--- config.mk ---
export PLATFORM = sky130hd
export DESIGN_NAME = mux2_rr_arbiter
export DESIGN_NICKNAME = d
export VERILOG_FILES = /design/src/rtl/mux2_rr_arbiter.sv
export SDC_FILE = /design/constraint.sdc
export NUM_CORES = 1
export LEC_CHECK = 0
export CORE_MARGIN = 1.5
export CORE_UTILIZATION = 38
export CTS_CLUSTER_SIZE = 20
export DETAILED_ROUTE_END_ITERATION = 12
export PLACE_DENSITY = 0.81
export REMOVE_ABC_BUFFERS = 1
export SLEW_MARGIN = 20
export SYNTH_ARGS = -nofsm -noshare
export SYNTH_HDL_FRONTEND = slang
export SYNTH_SLANG_ARGS = --single-unit
--- constraint.sdc ---
create_clock -name clk -period 2.8 [get_ports clk]
set_clock_uncertainty 0.2 [all_clocks]
set_input_delay 0.84 -clock clk [delete_from_list [all_inputs] [get_ports clk]]
set_output_delay 0.84 -clock clk [all_outputs]
set_load 0.01 [all_outputs]
--- src/rtl/mux2_rr_arbiter.sv ---
// mux2_rr_arbiter
// Round-robin arbiter wrapped around an 8-bit 2:1 mux. Two requesters (A, B)
// offer words with valid/ready. The granted word is captured in a one-entry
// output register that the downstream consumer drains with valid/ready.
//
// Ports:
//   clk        clock, all state changes on the rising edge
//   reset      synchronous, active-high reset
//   a_data     requester A word
//   a_valid    A offers a_data
//   a_ready    A's beat is accepted this cycle (combinational)
//   b_data     requester B word
//   b_valid    B offers b_data
//   b_ready    B's beat is accepted this cycle (combinational)
//   out_data   registered selected word
//   out_src    source of out_data (0 = A, 1 = B)
//   out_valid  out_data holds an unconsumed beat
//   out_ready  downstream accepts the beat
//   gnt_cnt_a  16-bit count of accepted A beats   (MUX2_ARB_GRANT_CNT_EN only)
//   gnt_cnt_b  16-bit count of accepted B beats   (MUX2_ARB_GRANT_CNT_EN only)
//
// Build option: define MUX2_ARB_GRANT_CNT_EN to add the per-requester grant
// counters. Without it the counter ports and logic are absent.

module mux2_rr_arbiter #(
    parameter int WIDTH = 8
) (
    input  logic             clk,
    input  logic             reset,
    input  logic [WIDTH-1:0] a_data,
    input  logic             a_valid,
    output logic             a_ready,
    input  logic [WIDTH-1:0] b_data,
    input  logic             b_valid,
    output logic             b_ready,
    output logic [WIDTH-1:0] out_data,
    output logic             out_src,
    output logic             out_valid,
    input  logic             out_ready
`ifdef MUX2_ARB_GRANT_CNT_EN
    ,
    output logic [15:0]      gnt_cnt_a,
    output logic [15:0]      gnt_cnt_b
`endif
);

    logic             prio;
    logic             load;
    logic             grant_valid;
    logic             grant;
    logic [WIDTH-1:0] mux_data;

    // Slot is free when empty, or when its current beat leaves this cycle.
    assign load = !out_valid || out_ready;

    // A lone requester always wins; prio only breaks ties.
    always_comb begin
        grant_valid = 1'b0;
        grant       = 1'b0;
        if (!reset && load) begin
            if (a_valid && b_valid) begin
                grant_valid = 1'b1;
                grant       = prio;
            end else if (a_valid) begin
                grant_valid = 1'b1;
                grant       = 1'b0;
            end else if (b_valid) begin
                grant_valid = 1'b1;
                grant       = 1'b1;
            end
        end
    end

    assign a_ready  = grant_valid && !grant;
    assign b_ready  = grant_valid && grant;
    assign mux_data = grant ? b_data : a_data;

    always_ff @(posedge clk) begin
        if (reset) begin
            out_data  <= '0;
            out_src   <= 1'b0;
            out_valid <= 1'b0;
            prio      <= 1'b0;
        end else if (grant_valid) begin
            out_data  <= mux_data;
            out_src   <= grant;
            out_valid <= 1'b1;
            prio      <= !grant;
        end else if (out_valid && out_ready) begin
            out_valid <= 1'b0;
        end
    end

`ifdef MUX2_ARB_GRANT_CNT_EN
    // Counters wrap naturally at 16 bits.
    always_ff @(posedge clk) begin
        if (reset) begin
            gnt_cnt_a <= '0;
            gnt_cnt_b <= '0;
        end else begin
            if (a_ready) gnt_cnt_a <= gnt_cnt_a + 16'd1;
            if (b_ready) gnt_cnt_b <= gnt_cnt_b + 16'd1;
        end
    end
`endif

endmodule

==> results.cfg, run 1 <==
[floorplan]
dieArea_um2 = 1710
die_w_um = 41.4
rows = 13
die_height_um = 41.4
pin_count = 33
initial_core_util = 0.420
core_um2 = 1330

[timing]
tightest_slew_ps = 242
finalMaxSlewViolations = 0
rsz0062_at_grt = no
holdWs_ps = 280
fin_setup_tns_ps = 0
hold_viol_final = 0
final.min_clock_period_ps = 2730
max_freq_mhz = 366
timing.slew.headroom = 0.838
min_period_over_period = 0.976
finalSetupViolCount = 0

[grt]
grt_pass1_wl_mm = 2.54
antenna_found_initial = 0
grt_overflow_total = 0
grt_max_degree = 12
grtUsageTotal = 0.190
grt_pass1_vias = 536

[routing]
postRouteAntennaNets = 0
drt-total-wl_mm = 1.56
drt-initial-drc-count = 15
vias_per_cell = 5.15
vias = 628
drt-wirelength-per-cell_um = 12.8
drc = 0
first_pass_iters = 4

[clocking]
hold_buffers = 0
cts_max_path_buffers = 2
path_clk_slew_ps = 70
cts_buffers = 3
clk_latency_ps = 270
tritoncts = yes
cts_sinks = 11
clk_root_buffer_cell = clkbuf_4
htreeDepth = 1

[setup_path]
end_kind = primary output
arrival_ps = 1690
path_common_cell = clkdlybuf4s15_1
worstPathRequired_ps = 1760
crit_path_cell_trace = clkdlybuf4s15_1 -> or2b_1 -> nand4b_4 -> inv_2 -> clkdlybuf4s15_1
crit_type = primary input to primary output
cp_num_buf_inv = 3
path_max_fanout = 2
start_kind = primary input
crit_path_max_incr_delay_ps = 280
cp_slowest_cell = or2b_1
cp_top_family = buffers and inverters

[synthesis]
synth_cell_types = 19
synth_area_um2 = 561
synth_seq_cells = 11
post_synth.cell_area_avg_um2 = 8.90
yosysWarnings = 0
yosysSeqAreaShare = 0.393
syn_inst = 63

[outcome]
outcome = finished clean

[pwr]
p_clk_frac = 0.269
ir_drop_mv = 0.292
p_per_area_nw_per_um2 = 411
seqPwrFrac = 0.438
p_comb_frac = 0.294
switching_share = 0.267
p_leak_nw = 0.440
p_int_w = 0.000298
p_sw_w = 0.000109

[place]
gp_congestion = 0.836
dp_cells = 117
portBuffers = 32
dp_hpwl_mm = 1.19

[finish]
fin_cells = 122
finish.utilization = 0.741
syn_to_final_growth_pct = 76.3
nFillCells = 104
diodes = 0
drive_above_1_share = 0.196
layout.nets = 129

[job]
maxCapViolCount = 0

[hold_path]
hp-class = flop to flop
final timing paths:
path | startpoint | to | slack [ps] | depth (start not counted)
setup / recovery | a_valid | b_ready | 70 | 5
hold / removal | out_src$_SDFFE_PP0P_ | out_src$_SDFFE_PP0P_ | 280 | 2
setup reg to reg | prio$_SDFFE_PP0P_ | out_data[1]$_SDFFE_PP0P_ | 1430 | 4
hold reg to reg | out_src$_SDFFE_PP0P_ | out_src$_SDFFE_PP0P_ | 280 | 2
cell usage after synthesis:
library cell / count / share of area
inv_1: 18 / 0.12
dfxtp_1: 11 / 0.39
nand4_1: 8 / 0.089
o221ai_1: 8 / 0.13
a21oi_1: 3 / 0.027
o21ai_0: 2 / 0.018
a21oi_2: 1 / 0.016
and3_1: 1 / 0.011
buf_4: 1 / 0.013
buf_6: 1 / 0.020
inv_2: 1 / 0.0067
nand2b_2: 1 / 0.016
nand3_1: 1 / 0.0089
nand4b_4: 1 / 0.042
nor2_2: 1 / 0.011
nor2b_4: 1 / 0.025
o21bai_4: 1 / 0.033
or2b_1: 1 / 0.013
or3_1: 1 / 0.011
worst register-to-register path, delay by kind of cell (launching register included):
family | cells | cell delay [ps]
simple gates | 2 | 390
buf+inv | 1 | 170
flops | 1 | 350
compound gates | 1 | 130
through the flow:
step	instance area, µm²	setup slack [ps]	power [W]
5_1_grt	988	20.2	0.000425
4_1_cts	987	36.6	0.000408
3_5_place_dp	948	-452	0.000299
2_1_floorplan	542	430	0.000222
3_3_place_gp	948	-424	0.000297
6_report	988	68.3	0.000407
layer usage:
metal / GRT usage / vias up / wire (µm)
met5: 0 / - / 0
met4: 0.116 / 0 / 25
met3: 0.0435 / 4 / 111
met2: 0.266 / 28 / 685
met1: 0.262 / 285 / 741
li1: - / 311 / -
flip-flops by register name, indices dropped and copies added (netlist names):
name       flops
prio           1
out_valid      1
out_src        1
out_data       8
area by class of cell:
class / instances / area, µm² / area share
clock buffer: 4 / 26.3 / 0.0266
sequential: 11 / 220 / 0.223
inverter: 19 / 71.3 / 0.0722
tap: 15 / 18.8 / 0.0190
timing repair buffer: 42 / 397 / 0.401
multi-input combinational: 31 / 255 / 0.258
cell usage in the layout (no fill, tap or decap), types with 2 or more instances in the layout:
cell type and instances:
dfxtp_1 11, o21ai_0 2, buf_4 9, clkbuf_4 3, dlygate4sd2_1 3, a21oi_1 3
clkdlybuf4s15_1 2, nand4_1 8, o221ai_1 8, inv_1 18, clkdlybuf4s50_1 26
repair_timing:
item / CTS / global route
gates resized for setup: 11 / 1
buffers inserted: 1 / 0
pin swaps: 0 / 0
endpoints found under the setup margin: 2 / 1
hold endpoints to repair: 0 / 0
cloned: 0 / 0
power by group through the flow:
stage / combinational, W / sequential [W] / clock [W]
floorplan: 0.0000353 / 0.000187 / 0
global placement: 0.000117 / 0.000181 / 0
detailed placement: 0.000118 / 0.000181 / 0
CTS: 0.000120 / 0.000178 / 0.000110
global route: 0.000128 / 0.000179 / 0.000118
finish: 0.000119 / 0.000178 / 0.000109
cells by family (layout without fill, tap and decap cells):
logic type / after synthesis / count (layout) / synth area share
simple gates: 16 / 16 / 0.228
flops: 11 / 11 / 0.393
compound gates: 15 / 15 / 0.219
buf+inv: 21 / 65 / 0.161
Power figures use the tool's default switching activity.
==> inputs of run 2 (changes only) <==
- SLEW_MARGIN: 20 -> 15
==> results of run 2 <==
Same layout as run 1: the final DEF is identical, and so are final timing and power.
==> edit 1: new RTL, config.mk and constraints of run 1 <==
`WIDTH`: 8 -> 12.
--- a/src/rtl/mux2_rr_arbiter.sv
+++ b/src/rtl/mux2_rr_arbiter.sv
@@ -25,3 +25,3 @@
 module mux2_rr_arbiter #(
-    parameter int WIDTH = 8
+    parameter int WIDTH = 12
 ) (
Interface: changed (resized a_data, b_data and out_data); port bits go from 33 to 45. The function was not compared with the original's and may differ.
==> edit 1 against run 1 <==
  * Register-to-register slack got worse by 0.20 ns
  * Wire length grew 26%
  * Final cell count grew 4.9%
  * Synthesized area grew 18%
  * Power up 25%
  * Worst setup slack improved by 0.049 ns
  * Sequential cell count rose by 4
  * Final area grew 21%
==> edit 1: results (changes against run 1) <==
first-pass GRT wire length = 3120 um (+23%)
outcome = complete, no violations
routability cong. = 0.718 (-14%)
layout cells sized above 1 = 0.205 (+0.00910)
1st-iter DRT viols = 11 (-4)
CTS root buf = clkbuf_4
Max IR drop VDD = 0.268 mV (-8.2%)
critical path's slowest cell = dlygate4sd2_1
fin nets = 142 (+10%)
clk slew on worst S/H paths = 0.09 ns (+0.02 ns)
fill cell count = 106 (+1.9%)
Post-synth top cells = dfxtp_1 (15), a221o_1 (12), and4_1 (12)
Slew Limit Headroom = 0.895 (+0.0567)
Synth cell types = 17 (-2)
largest net degree at the start of global routing = 14 (+2)
sequential area share after synthesis = 0.454 (+0.0608)
Synth area leaders = dfxtp_1 (45%), a221o_1 (18%), and4_1 (16%), buf_6 (3.4%), a21oi_1 (2.3%)
worst path bufs/invs = 2 (-1)
Leakage = 0.504 nW (+15%)
via count = 714 (+14%)
Total GRT Usage = 0.220 (+0.0295)
max FFs per register = 12 (+4)
vias in the first global route = 688 (+28%)
hpwl dp = 1570 um (+32%)
Port Buf Inserts = 44 (+38%)
total routed wirelength = 1970 um (+26%)
CP max stage delay = 0.26 ns (-0.02 ns)
[edit 1: per-layer routing]
metal,track usage,vias to the layer above,part of all wire
li1,-,349,-
met3,0.0680,4,0.083
met2,0.351,35,0.49
met1,0.261,326,0.40
met4,0.121,0,0.020
met5,0,-,0
[edit 1: what timing repair did]
action,4_1_cts,5_1_grt
setup buffers,1,0
setup endpoints to repair,2,0
resized for setup,12,0
[edit 1: per-stage QoR]
stage | instance area (um^2) | worst slack, ns | instances | power, mW | setup TNS (ns)
detailed placement | 1160 | -0.459 | 123 | 0.392 | -0.900
CTS | 1190 | 0.114 | 128 | 0.514 | 0
global route | 1190 | 0.0579 | 128 | 0.537 | 0
global placement | 1160 | -0.430 | 123 | 0.388 | -0.839
floorplan | 621 | 0.273 | 52 | 0.290 | 0
finish | 1190 | 0.118 | 128 | 0.510 | 0
[edit 1: where the power goes]
group          switching, mW  internal, mW  leakage [nW]  total, mW
Sequential            0.0105         0.232         0.124      0.243
Combinational         0.0487        0.0945         0.362      0.143
Clock                 0.0710        0.0529        0.0177      0.124
Total                  0.130         0.379         0.504      0.510
[edit 1: final cells by class]
cell class	count	area [um^2]	share of cell area
clock buffers	3	22.5	0.0189
clock inverters	1	5.00	0.00419
multi-input cells	37	324	0.271
well taps	16	20.0	0.0168
flip-flops and latches	15	300	0.252
repair buffers	56	522	0.437
[edit 1: path summary, 6_finish.rpt]
kind	start	end	slack, ns	cells past startpoint
min reg2reg	out_src$_SDFFE_PP0P_	out_src$_SDFFE_PP0P_	0.28	1
min	out_src$_SDFFE_PP0P_	out_src$_SDFFE_PP0P_	0.28	1
max	b_valid	a_ready	0.12	4
max reg2reg	prio$_SDFFE_PP0P_	out_data[0]$_SDFFE_PP0P_	1.23	4
[edit 1: cell families (layout without fill, tap and decap cells)]
logic type             Yosys count  after routing  synth area share
AOI/OAI and AO/OA               18             18             0.244
DFF                             15             15             0.454
and+or+nand+nor                 19             19             0.240
buffers and inverters            6             60            0.0624
==> edit 2: new RTL, config.mk and constraints of run 1 <==
Without the edit above. Add a define of `MUX2_ARB_GRANT_CNT_EN`.
--- a/src/rtl/mux2_rr_arbiter.sv
+++ b/src/rtl/mux2_rr_arbiter.sv
@@ -23,2 +23,4 @@
 // counters. Without it the counter ports and logic are absent.
+
+`define MUX2_ARB_GRANT_CNT_EN
 
Behaviour (old outputs only; new: gnt_cnt_a and gnt_cnt_b): unchanged (Yosys induction, for registers that start in step).
==> edit 2 against run 1 <==
  * Sequential cell count is 32 higher
  * Wire length grew to 2.9 times the old value
  * First-iteration DRC count grew to 7.5 times the old value
  * Sequential power grew to 3.6 times the old value
  * Clock power grew to 3.4 times the old value
  * Power grew to 2.8 times the old value
  * Synthesized area grew to 3.4 times the old value
  * Final area grew to 2.8 times the old value
  * Worst setup slack better by 0.14 ns
  * Largest power group unchanged
==> edit 2: results (changes against run 1) <==
outcome = complete, no violations
post-synthesis mux area share = 0.00528 (+0.00528)
TritonCTS Buffers = 5 (+2)
Total GRT Usage = 0.179 (-0.0110)
sequential cell area = 861 um^2 (+290%)
fin cells = 351 (+190%)
invs w/o clock = 3 (-16)
Non-clock buffers = 80 (+90%)
Synth area leaders = dfxtp_1 (45%), a21oi_1 (5.0%), a222oi_1 (4.2%), nor2_1 (3.8%), or3_1 (3.3%)
Synth Area in Compound Gates = 0.204 (-0.0149)
H-tree depth = 2 (+1)
hold depth = 1 (-1)
Max IR drop VDD = 0.260 mV (-11%)
Sw Share = 0.231 (-0.0359)
sequential area share after synthesis = 0.454 (+0.0610)
Worst EP arrival = 1.55 ns (-0.14 ns)
Seq cells = 43 (+32)
clock buffers = 7 (+3)
Crit Path Max Fanout = 3 (+1)
critical path's slowest cell = dlygate4sd2_1
Synth cell types = 34 (+15)
largest net degree at the start of global routing = 39 (+27)
Post-synth top cells = dfxtp_1 (43), a21oi_1 (19), nor2_1 (19)
first-pass GRT wire length = 7650 um (+200%)
Worst Hold End = gnt_cnt_a[15]$_SDFFE_PP0P_
Via density = 5.47 (+6.3%)
post-synthesis cell count = 208 (+230%)
Port Buf Inserts = 64 (+100%)
#MultiIn Comb = 150 (+380%)
vias in the first global route = 1734 (+220%)
Leakage = 0.944 nW (+110%)
fill cell count = 452 (+330%)
worst reg2reg endpoint = gnt_cnt_a[13]$_SDFFE_PP0P_
tightest hold margin = 0.262 ns (-0.0180 ns)
reg2reg setup slack = 0.72 ns (-0.71 ns)
WL/cell = 12.8 um (-0.40%)
Clock Latency Late Sink = 0.29 ns (+0.02 ns)
Post-Synth Adder-Cell Area = 0.0132 (+0.0132)
Reg-to-Reg Start = gnt_cnt_a[2]$_SDFFE_PP0P_
==> edit 2: through the flow <==
step | setup slack, ns | utilization | area, um^2
after floorplan | 0.112 | - | 1840
after global placement | -0.455 | 0.564 | 2680
after detailed placement | -0.463 | 0.564 | 2680
after CTS | 0.00977 | 0.580 | 2760
after global routing | 0.178 | 0.581 | 2760
final | 0.209 | 0.581 | 2760
==> edit 2: critical path, delay by kind of cell <==
family / cells / cell delay [ns]
buffers and inverters: 2 / 0.39
AND/OR/NAND/NOR: 2 / 0.32
==> edit 2: routing by layer <==
metal	track usage	up-vias	wire length, um
met1	0.231	911	2070
li1	-	949	-
met2	0.282	55	2080
met5	0	-	0
met4	0.0597	0	55
met3	0.0590	5	278
==> edit 2: power groups by stage <==
stage | clock [mW] | combinational [mW] | sequential (mW)
detailed placement | 0 | 0.128 | 0.647
global placement | 0 | 0.125 | 0.648
finish | 0.373 | 0.126 | 0.634
CTS | 0.383 | 0.127 | 0.634
global route | 0.413 | 0.137 | 0.636
floorplan | 0 | 0.0360 | 0.653
